--- src/rtl/alu_control_muldiv_pkg.sv ---
// Shared encodings for the EX-stage ALU control: ALU operation codes, funct values,
// the mul/div sequencer state and the engine operation selector.
package alu_control_muldiv_pkg;

    localparam logic [3:0] ALU_AND  = 4'b0000;
    localparam logic [3:0] ALU_OR   = 4'b0001;
    localparam logic [3:0] ALU_ADD  = 4'b0010;
    localparam logic [3:0] ALU_XOR  = 4'b0011;
    localparam logic [3:0] ALU_SUB  = 4'b0110;
    localparam logic [3:0] ALU_SLT  = 4'b0111;
    localparam logic [3:0] ALU_SLTU = 4'b1000;
    localparam logic [3:0] ALU_NOR  = 4'b1100;

    localparam logic [1:0] ALUOP_ADD   = 2'b00;
    localparam logic [1:0] ALUOP_SUB   = 2'b01;
    localparam logic [1:0] ALUOP_RTYPE = 2'b10;

    localparam logic [5:0] FUNC_MFHI  = 6'h10;
    localparam logic [5:0] FUNC_MTHI  = 6'h11;
    localparam logic [5:0] FUNC_MFLO  = 6'h12;
    localparam logic [5:0] FUNC_MTLO  = 6'h13;
    localparam logic [5:0] FUNC_MULT  = 6'h18;
    localparam logic [5:0] FUNC_MULTU = 6'h19;
    localparam logic [5:0] FUNC_DIV   = 6'h1A;
    localparam logic [5:0] FUNC_DIVU  = 6'h1B;
    localparam logic [5:0] FUNC_ADD   = 6'h20;
    localparam logic [5:0] FUNC_ADDU  = 6'h21;
    localparam logic [5:0] FUNC_SUB   = 6'h22;
    localparam logic [5:0] FUNC_SUBU  = 6'h23;
    localparam logic [5:0] FUNC_AND   = 6'h24;
    localparam logic [5:0] FUNC_OR    = 6'h25;
    localparam logic [5:0] FUNC_XOR   = 6'h26;
    localparam logic [5:0] FUNC_NOR   = 6'h27;
    localparam logic [5:0] FUNC_SLT   = 6'h2A;
    localparam logic [5:0] FUNC_SLTU  = 6'h2B;

    typedef enum logic [1:0] {IDLE, RUN, DONE} muldiv_state_t;
    typedef enum logic [1:0] {MD_MULT, MD_MULTU, MD_DIV, MD_DIVU} muldiv_op_t;

    function automatic muldiv_op_t funct_to_mdop(input logic [5:0] f);
        case (f)
            FUNC_MULTU: return MD_MULTU;
            FUNC_DIV:   return MD_DIV;
            FUNC_DIVU:  return MD_DIVU;
            default:    return MD_MULT;
        endcase
    endfunction

endpackage

--- src/rtl/alu_control_muldiv_engine.sv ---
// Radix-2 multiply/divide datapath: shift-add multiply and restoring divide on operand
// magnitudes, with the sign fix-up applied to the final-step result.
module alu_control_muldiv_engine
    import alu_control_muldiv_pkg::*;
#(
    parameter int WIDTH = 32
) (
    input  logic             clk,
    input  logic             rst,
    input  logic             start,
    input  muldiv_op_t       op,
    input  logic [WIDTH-1:0] a,
    input  logic [WIDTH-1:0] b,
    output logic             done,
    output logic [WIDTH-1:0] hi,
    output logic [WIDTH-1:0] lo
);

    localparam int CW = $clog2(WIDTH + 1);
    localparam logic [WIDTH-1:0]   ONE_W  = WIDTH'(1);
    localparam logic [2*WIDTH-1:0] ONE_2W = (2*WIDTH)'(1);

    logic [CW-1:0]      count;
    logic               is_div;
    logic               neg_p;
    logic               neg_r;
    logic [WIDTH-1:0]   divisor;
    logic [WIDTH:0]     acc_hi;
    logic [WIDTH-1:0]   acc_lo;
    logic [WIDTH:0]     acc_hi_n;
    logic [WIDTH-1:0]   acc_lo_n;
    logic [WIDTH:0]     shifted;
    logic [WIDTH:0]     trial;
    logic [WIDTH:0]     sum;
    logic [2*WIDTH-1:0] prod;
    logic [2*WIDTH-1:0] prod_s;
    logic               sgn;
    logic               div_op;

    function automatic logic [WIDTH-1:0] mag(input logic signed [WIDTH-1:0] v, input logic s);
        return (s && v < 0) ? WIDTH'(-v) : WIDTH'(v);
    endfunction

    function automatic logic [WIDTH-1:0] neg_w(input logic [WIDTH-1:0] v);
        return ~v + ONE_W;
    endfunction

    function automatic logic [2*WIDTH-1:0] neg_2w(input logic [2*WIDTH-1:0] v);
        return ~v + ONE_2W;
    endfunction

    assign sgn    = (op == MD_MULT) || (op == MD_DIV);
    assign div_op = (op == MD_DIV) || (op == MD_DIVU);
    assign done   = (count == CW'(1));

    always_ff @(posedge clk) begin
        if (rst)
            count <= '0;
        else if (start)
            count <= CW'(WIDTH);
        else if (count != '0)
            count <= count - CW'(1);
    end

    // operand latch / iteration stage
    always_ff @(posedge clk) begin
        if (start) begin
            is_div  <= div_op;
            neg_p   <= sgn && (a[WIDTH-1] ^ b[WIDTH-1]);
            neg_r   <= sgn && a[WIDTH-1];
            divisor <= mag($signed(b), sgn);
            acc_hi  <= '0;
            acc_lo  <= mag($signed(a), sgn);
        end else if (count != '0) begin
            acc_hi  <= acc_hi_n;
            acc_lo  <= acc_lo_n;
        end
    end

    always_comb begin
        shifted  = {acc_hi[WIDTH-1:0], acc_lo[WIDTH-1]};
        trial    = shifted - {1'b0, divisor};
        sum      = acc_hi + (acc_lo[0] ? {1'b0, divisor} : '0);
        acc_hi_n = acc_hi;
        acc_lo_n = acc_lo;
        if (is_div) begin
            // a borrow out of the trial subtraction means the divisor did not fit
            if (trial[WIDTH]) begin
                acc_hi_n = shifted;
                acc_lo_n = {acc_lo[WIDTH-2:0], 1'b0};
            end else begin
                acc_hi_n = trial;
                acc_lo_n = {acc_lo[WIDTH-2:0], 1'b1};
            end
        end else begin
            acc_hi_n = {1'b0, sum[WIDTH:1]};
            acc_lo_n = {sum[0], acc_lo[WIDTH-1:1]};
        end
    end

    always_comb begin
        prod   = {acc_hi_n[WIDTH-1:0], acc_lo_n};
        prod_s = neg_p ? neg_2w(prod) : prod;
        if (is_div) begin
            lo = neg_p ? neg_w(acc_lo_n) : acc_lo_n;
            hi = neg_r ? neg_w(acc_hi_n[WIDTH-1:0]) : acc_hi_n[WIDTH-1:0];
        end else begin
            lo = prod_s[WIDTH-1:0];
            hi = prod_s[2*WIDTH-1:WIDTH];
        end
    end

endmodule

--- src/rtl/alu_control_muldiv.sv ---
// EX-stage ALU control: aluOp/funct decode, HI/LO registers and the mul/div sequencer
// that stalls the pipeline while the iterative engine runs.
module alu_control_muldiv
    import alu_control_muldiv_pkg::*;
#(
    parameter int WIDTH      = 32,
    parameter bit DIV_ENABLE = 1'b1
) (
    input  logic             clk,
    input  logic             reset,
    input  logic             valid,
    input  logic [1:0]       aluOp,
    input  logic [5:0]       funct,
    input  logic [WIDTH-1:0] srcA,
    input  logic [WIDTH-1:0] srcB,
    output logic [3:0]       operation,
    output logic             useHiLo,
    output logic [WIDTH-1:0] hiLoOut,
    output logic             stall
);

    muldiv_state_t    state;
    logic [WIDTH-1:0] hi;
    logic [WIDTH-1:0] lo;
    logic             rtype;
    logic             is_mul;
    logic             is_div;
    logic             start;
    logic             div_zero;
    logic             eng_start;
    logic             eng_done;
    logic [WIDTH-1:0] eng_hi;
    logic [WIDTH-1:0] eng_lo;
    muldiv_op_t       md_op;

    assign rtype     = valid && (aluOp == ALUOP_RTYPE);
    assign is_mul    = (funct == FUNC_MULT) || (funct == FUNC_MULTU);
    assign is_div    = DIV_ENABLE && ((funct == FUNC_DIV) || (funct == FUNC_DIVU));
    assign start     = rtype && (is_mul || is_div) && (state == IDLE);
    assign div_zero  = is_div && (srcB == '0);
    assign eng_start = start && !div_zero;
    assign md_op     = funct_to_mdop(funct);
    assign stall     = !reset && (start || (state == RUN));
    assign useHiLo   = rtype && ((funct == FUNC_MFHI) || (funct == FUNC_MFLO));
    assign hiLoOut   = !useHiLo ? '0 : ((funct == FUNC_MFHI) ? hi : lo);

    always_comb begin
        operation = ALU_ADD;
        case (aluOp)
            ALUOP_SUB: operation = ALU_SUB;
            ALUOP_RTYPE: begin
                case (funct)
                    FUNC_SUB, FUNC_SUBU: operation = ALU_SUB;
                    FUNC_AND:            operation = ALU_AND;
                    FUNC_OR:             operation = ALU_OR;
                    FUNC_XOR:            operation = ALU_XOR;
                    FUNC_NOR:            operation = ALU_NOR;
                    FUNC_SLT:            operation = ALU_SLT;
                    FUNC_SLTU:           operation = ALU_SLTU;
                    default:             operation = ALU_ADD;
                endcase
            end
            default: operation = ALU_ADD;
        endcase
    end

    alu_control_muldiv_engine #(.WIDTH(WIDTH)) u_engine (
        .clk   (clk),
        .rst   (reset),
        .start (eng_start),
        .op    (md_op),
        .a     (srcA),
        .b     (srcB),
        .done  (eng_done),
        .hi    (eng_hi),
        .lo    (eng_lo)
    );

    // DONE lets the held instruction retire without restarting it
    always_ff @(posedge clk) begin
        if (reset) begin
            state <= IDLE;
            hi    <= '0;
            lo    <= '0;
        end else begin
            case (state)
                IDLE: begin
                    if (start) begin
                        if (div_zero) begin
                            hi    <= srcA;
                            lo    <= '1;
                            state <= DONE;
                        end else begin
                            state <= RUN;
                        end
                    end else if (rtype && funct == FUNC_MTHI) begin
                        hi <= srcA;
                    end else if (rtype && funct == FUNC_MTLO) begin
                        lo <= srcA;
                    end
                end
                RUN: begin
                    if (eng_done) begin
                        hi    <= eng_hi;
                        lo    <= eng_lo;
                        state <= DONE;
                    end
                end
                default: state <= IDLE;
            endcase
        end
    end

endmodule

--- config.mk ---
export PLATFORM = sky130hd
export DESIGN_NAME = alu_control_muldiv
export DESIGN_NICKNAME = d
export VERILOG_FILES = /design/src/rtl/alu_control_muldiv_pkg.sv /design/src/rtl/alu_control_muldiv_engine.sv /design/src/rtl/alu_control_muldiv.sv
export SDC_FILE = /design/constraint.sdc
export NUM_CORES = 1
export LEC_CHECK = 0
export ABC_CLOCK_PERIOD_IN_PS = 5600
export CAP_MARGIN = 20
export CORE_AREA = 5 5 219 306
export DETAILED_ROUTE_END_ITERATION = 6
export DIE_AREA = 0 0 224 311
export GPL_TIMING_DRIVEN = 0
export SLEW_MARGIN = 20
export SYNTH_ARGS = -nofsm -noshare
export SYNTH_HDL_FRONTEND = slang
export SYNTH_SLANG_ARGS = --single-unit
--- constraint.sdc ---
create_clock -name clk -period 5.6 [get_ports clk]
set_input_delay 0.56 -clock clk [delete_from_list [all_inputs] [get_ports clk]]
set_output_delay 0.56 -clock clk [all_outputs]
set_load 0.005 [all_outputs]
Word level (Yosys, flattened, before mapping)
Cells that the tools add are included.
{"block": "totals", "rom_bits": 0, "register_bits": 172, "mem_count": 0, "latchBits": 0, "mem_bits_rw": 0, "wordCells": 122}
{"block": "op_classes", "shifts": 0, "n_div": 0, "bitwise": 4, "n_mux": 36, "eq_ne": 28, "multipliers": 0, "add_sub_neg": 8, "order_cmp": 2, "reduce_logical": 33}
{"operator": "$mux 32", "count": 21}
{"operator": "$pmux 32 s2", "count": 2}
{"operator": "$mux 33", "count": 2}
{"operator": "$add 32x1->32 const B", "count": 2}
{"operator": "$add 64x1->64 const B", "count": 1}
{"operator": "$lt 32x1->1 const B", "count": 2}
{"operator": "$mux 64", "count": 1}
{"operator": "$neg 32->32", "count": 2}
{"operator": "$not 32->32", "count": 2}
{"operator": "$not 64->64", "count": 1}
{"operator": "$eq 6x5->1 const B", "count": 8}
{"operator": "$eq 6x6->1 const B", "count": 8}
{"operator": "$add 33x33->33", "count": 1}
{"operator": "$sub 33x32->33", "count": 1}
{"operator": "$logic_not 32->1", "count": 1}
{"operator": "$pmux 4 s7", "count": 1}
{"operator": "$logic_and 1x1->1", "count": 13}
{"operator": "$mux 6", "count": 2}
{"operator": "$pmux 4 s2", "count": 1}
{"operator": "$logic_or 1x1->1", "count": 7}
{"operator": "$eq 2x2->1 const B", "count": 3}
{"operator": "$eq 6x1->1 const B", "count": 1}
{"operator": "$mux 2", "count": 3}
{"operator": "$ne 3x2->1 const B", "count": 2}
{"operator": "16 further kinds", "count": 23}

Logic depth before layout (Yosys ltp)
{"block": "depth", "ltp_word": 9, "depth_mapped": 28, "ltp_nobuf": 27}

By module
A second synthesis with hierarchy kept.
{"block": "hier_totals", "cells_unflattened": 2087, "hier_area_um2": 16708.5}
{"mod": "alu_control_muldiv_engine", "area_per_inst_um2": 12219.2, "instances": 1, "cells_per_inst": 1589}
{"mod": "alu_control_muldiv", "area_per_inst_um2": 4489.3, "instances": 1, "cells_per_inst": 498}

Least setup slack after synthesis
Ideal clock, no wire load.
{"block": "synth_path", "path_kind": "flip-flop to flip-flop", "startpoint": "register u_engine.acc_lo[31]", "endpoint": "register hi[30]", "stages_incl_launch_ff": 29, "t_arrival_ns": 5.593, "path_slack_ns": -0.068, "setup_time_ns": 0.074, "period_less_slack_ns": 5.668, "path_buffers": 1, "cell_sequence": "edfxtp_1 -> inv_1 -> ha_1 -> inv_1 -> fa_1 -> a211oi_2 -> o211ai_1 -> a211o_1 -> a211oi_1 -> nor3_1 -> o21ai_0 -> nand2b_1 -> ha_1 -> buf_2 -> inv_1 -> nor2_1 -> a21oi_1 -> ha_1 -> o211ai_1 -> or4_1 -> or2_1 -> o21ai_1 -> nor3b_2 -> a22o_1 -> o211ai_1 -> and4bb_1 -> or3_1 -> nand3_1 -> a31oi_1"}
{"block": "synth_via", "elab_chain_len": 9}
{"element": "start, declared", "line": "alu_control_muldiv_engine.sv:29", "rtl": "logic [WIDTH-1:0] acc_lo;"}
{"element": "start signal, assigned", "line": "alu_control_muldiv_engine.sv:73", "rtl": "acc_lo <= mag($signed(a), sgn);"}
{"element": "start signal, assigned", "line": "alu_control_muldiv_engine.sv:76", "rtl": "acc_lo <= acc_lo_n;"}
{"element": "$sub 33x32->33", "line": "alu_control_muldiv_engine.sv:82", "rtl": "trial = shifted - {1'b0, divisor};"}
{"element": "$mux 1 or $mux 33 (tied branches)", "line": "alu_control_muldiv_engine.sv:88", "rtl": "if (trial[WIDTH]) begin"}
{"element": "$mux 32 or $mux 33 (tied branches)", "line": "alu_control_muldiv_engine.sv:86", "rtl": "if (is_div) begin"}
{"element": "$not 64->64 or $not 32->32 (tied branches)", "line": "alu_control_muldiv_engine.sv:49, alu_control_muldiv_engine.sv:45"}
{"element": "$add 64x1->64 or $add 32x1->32 (tied branches)", "line": "alu_control_muldiv_engine.sv:49, alu_control_muldiv_engine.sv:45"}
{"element": "$mux 64 or $mux 32 (tied branches)", "line": "alu_control_muldiv_engine.sv:103, alu_control_muldiv_engine.sv:106"}
{"element": "$mux 32 (*)", "line": "alu_control_muldiv_engine.sv:104", "rtl": "if (is_div) begin"}
{"element": "$mux 32 (*)", "line": "alu_control_muldiv.sv:103", "rtl": "if (eng_done) begin"}
{"element": "$pmux 32 s2 (*)", "line": "alu_control_muldiv.sv:86", "rtl": "case (state)"}
{"element": "end signal, assigned", "line": "alu_control_muldiv.sv:90", "rtl": "hi <= srcA;"}
{"element": "end signal, assigned", "line": "alu_control_muldiv.sv:97", "rtl": "hi <= srcA;"}
{"element": "end signal, assigned", "line": "alu_control_muldiv.sv:104", "rtl": "hi <= eng_hi;"}
{"element": "end, declared", "line": "alu_control_muldiv.sv:23", "rtl": "logic [WIDTH-1:0] hi;"}
Mark *: on every way between the ends. The rest lies on a longest branch, timed or not. The select of a mux whose other input is x is not followed.
A chain may end at the register's enable or synchronous reset.

Worst setup path after layout
{"block": "layout_path", "startpoint": "register u_engine.acc_lo[31]", "endpoint": "register hi[19]"}
Same word-level chain as after synthesis.

==> flow_summary.toml <==
[run_status]
status = "finished, violations left"
violations = "setup timing"

[grt]
grt_max_degree = 45
grt_antenna_before_repair = 0
grt_pass1_vias = 17090
grt_pass1_wl_um = 104500
track_usage = 0.1946
grt_overflow = 0

[layout]
nets = 2456
fin_util = 0.3185
layout-drive-gt1-share = 0.1501
area_growth_pct = 28.60
diodes = 0
nFillCells = 6854
stdcell_area_mm2 = 0.02039

[floorplanning]
start_util = 0.2477
core-area_mm2 = 0.06400
rows = 110
die_h_um = 311
die_w_um = 224
io_pins = 113
dieArea_mm2 = 0.06966

[clock_tree]
htreeDepth = 4
clk_latency_ns = 0.48
cts_root_buf = "clkbuf_16"
cts.sinks = 172
cts_buffers = 17
path_clk_slew_ns = 0.07
cts_buffer_depth = 2
cts_tree = "done"
ctsHoldBuffers = 0

[placed_design]
placed_area_mm2 = 0.01803
port_buffers = 111
gp_congestion = 0.9680
dpl.hpwl_um = 55320

[detailed_routing]
vias_per_cell = 5.552
vias = 17540
wl_per_cell_um = 22.58
drt_iter0_drc = 1355
detail-route-antenna-nets = 0
drt_first_pass_iters = 5
route.detailed.drc = 0
wirelength_um = 71340

[synth]
synth.top_cell.area_share = 0.1326
ys_ff_latch = 172
synth_cell_type_count = 100
synthArstFlopShare = 0
synth_nets = 2252
netlist_area_mm2 = 0.01585
netlist_top_cells_area = "dfxtp_1 13%, edfxtp_1 13%, a21oi_1 7.5%, nand2_1 6.4%, ha_1 5.8%"
synth_flop_cell = "dfxtp_1"
synth_edf_count = 67
synth_seq_area_share = 0.2595
synth_top_area_cell = "dfxtp_1"
synth.avg_cell_area_um2 = 7.542
synth-warning-count = 0
synthCells = 2102

[timing]
relSlewSlack = 0.2864
worst_slew_pin_slew_ns = 1.070
fin_tns_setup_ns = -15.64
fmax_ghz = 0.1594
final-max-slew-violation-count = 0
post-route-period-util = 1.120
finalWorstSetupSlack_ns = -0.6732
whs_ns = 0.4533
rsz0062_at_grt = "true"
fin_skew_ns = 0.01448
hold_violations = 0
fin_crit_ns = 6.273
setup_violations = 33

[worst_hold_path]
hold_class = "reg -> reg"

[critical_path]
crit_end = "hi[19]"
critPathLaunchType = "flip-flop"
r2r_end = "hi[19]"
reg2regPathDepth = 27
cp_max_fo = 6
r2r-start = "u_engine.acc_lo[31]"
worstPathRequired_ns = 5.97
crit_path_end_kind = "flip-flop"
rrSetupSlack_ns = -0.67
startpoint = "u_engine.acc_lo[31]"
critical_path_arrival_ns = 6.64
critical_path_class = "reg -> reg"

[power]
peakVddDrop_uv = 331.0
total_power_mw = 10.93
leakage_nw = 7.372
powerDensity_mw_per_mm2 = 536.4

[job]
max-cap-violations = 0
==> worst min path at each step <==
stage                         to   start  cells past startpoint
after global routing      lo[11]  lo[11]                      2
after floorplan            lo[0]   lo[0]                      2
final                     lo[17]  lo[17]                      2
after detailed placement  lo[22]  lo[22]                      2
after global placement    lo[21]  lo[21]                      2
after CTS                 lo[22]  lo[22]                      2
==> routing by layer <==
metal	routed length [µm]	track usage	up-vias
met2	34660	0.3389	791
met4	5926	0.1403	0
met3	4048	0.02652	286
met1	26700	0.2153	8353
li1	-	-	8110
met5	0	0	-
==> timing repair <==
item                                    CTS  global route
cloned                                    1             0
gates resized for setup                 157           102
endpoints found under the setup margin  107            81
pin swaps                                77            93
setup buffers                            62            29
==> cell usage after synthesis, types with 18 or more instances <==
cell	number
nand2_1	272
a21oi_1	238
nor2_1	199
dfxtp_1	105
o21ai_0	102
clkbuf_1	92
xnor2_1	76
ha_1	73
inv_1	71
edfxtp_1	67
xor2_1	67
nor3_1	55
a211oi_1	51
and2_1	46
mux2i_1	41
nand3_1	41
o221ai_1	36
a31oi_1	28
o211ai_1	27
or3_1	25
a21o_1	24
nand4_1	23
buf_2	20
nor4_1	19
nand2b_1	18
nor2b_1	18
==> worst max-delay path, cell delays in order, from the launching register on <==
cell and delay, ns:
edfxtp_1 0.40, inv_2 0.11, ha_4 0.14, inv_2 0.03, fa_2 0.36, a211oi_4 0.38
o211ai_1 0.24, a211o_2 0.42, a211oi_4 0.30, nor3_2 0.09, o21ai_1 0.14, nand2b_1 0.10
ha_1 0.31, buf_6 0.14, clkinvlp_4 0.20, buf_6 0.18, buf_6 0.11, a221oi_4 0.30
a22oi_2 0.15, or4_4 0.52, nor3_4 0.20, nor3b_4 0.25, buf_4 0.16, nand4_1 0.11
a21oi_2 0.25, xor2_2 0.22, a211oi_1 0.11, a31o_2 0.26
==> cell families (layout without fill, tap and decap cells) <==
| family | count (synthesis) | after routing | share of synthesized area |
|---|---|---|---|
| compound gates | 667 | 667 | 0.2764 |
| xor+xnor | 143 | 143 | 0.07901 |
| fa+ha+maj | 75 | 75 | 0.06014 |
| buf+inv | 200 | 417 | 0.05083 |
| flops | 172 | 172 | 0.2595 |
| mux | 48 | 48 | 0.03086 |
| simple gates | 797 | 797 | 0.2433 |
==> sequential cells by signal, indices dropped and copies added (netlist names) <==
signal	count
u_engine.acc_hi	33
hi	32
lo	32
u_engine.acc_lo	32
u_engine.divisor	32
u_engine.count	6
state	2
u_engine.is_div	1
u_engine.neg_p	1
u_engine.neg_r	1
==> final cells by class <==
| cell class | instances | area (µm²) | share of cell area |
|---|---|---|---|
| multi-input combinational | 1730 | 11990 | 0.5883 |
| sequential | 172 | 4114 | 0.2018 |
| timing repair buffer | 186 | 1778 | 0.08722 |
| tap | 840 | 1051 | 0.05156 |
| buffer | 126 | 575.6 | 0.02823 |
| clock buffer | 18 | 450.4 | 0.02210 |
| inverter | 73 | 277.8 | 0.01363 |
| clock inverter | 14 | 146.4 | 0.007181 |
==> power breakdown <==
group / internal (mW) / total, mW / switching, mW
Clock: 0.656 / 1.27 / 0.618
Combinational: 2.89 / 7.57 / 4.68
Sequential: 1.70 / 2.09 / 0.395
Total: 5.24 / 10.9 / 5.69
==> cells in the final DEF (no fill, tap or decap), types with 11 or more instances in the layout <==
cell | netlist | final
nor4_1 | 19 | 14
and3_1 | 17 | 15
a21oi_2 | 0 | 19
o31ai_1 | 17 | 16
a211oi_1 | 51 | 37
mux2i_1 | 41 | 40
and2_1 | 46 | 44
nand4_1 | 23 | 23
nor2_1 | 199 | 189
nand2b_1 | 18 | 18
inv_1 | 71 | 68
clkdlybuf4s50_1 | 0 | 111
clkbuf_1 | 92 | 88
o221ai_1 | 36 | 25
o221ai_2 | 0 | 11
clkbuf_16 | 0 | 18
buf_4 | 2 | 64
edfxtp_1 | 67 | 67
dfxtp_1 | 105 | 105
buf_6 | 3 | 24
ha_1 | 73 | 70
nand3_1 | 41 | 38
xnor2_1 | 76 | 65
o21ai_0 | 102 | 88
a21oi_1 | 238 | 217
nand2_1 | 272 | 262
a211oi_2 | 4 | 14
o21a_1 | 17 | 17
nor3_1 | 55 | 52
a21o_1 | 24 | 24
xnor2_2 | 0 | 11
o21ai_1 | 12 | 13
o211ai_1 | 27 | 27
xor2_1 | 67 | 58
or3_1 | 25 | 24
a31oi_1 | 28 | 24
buf_2 | 20 | 11
nor2b_1 | 18 | 17
==> per-stage QoR <==
stage               instances  worst slack [ns]
global route             3159           -0.8384
global placement         3053            -2.117
finish                   3159           -0.6732
CTS                      3138           -0.5815
floorplan                2102          0.001315
detailed placement       3053            -2.054
Note: power is estimated with default switching activity, not from simulation.
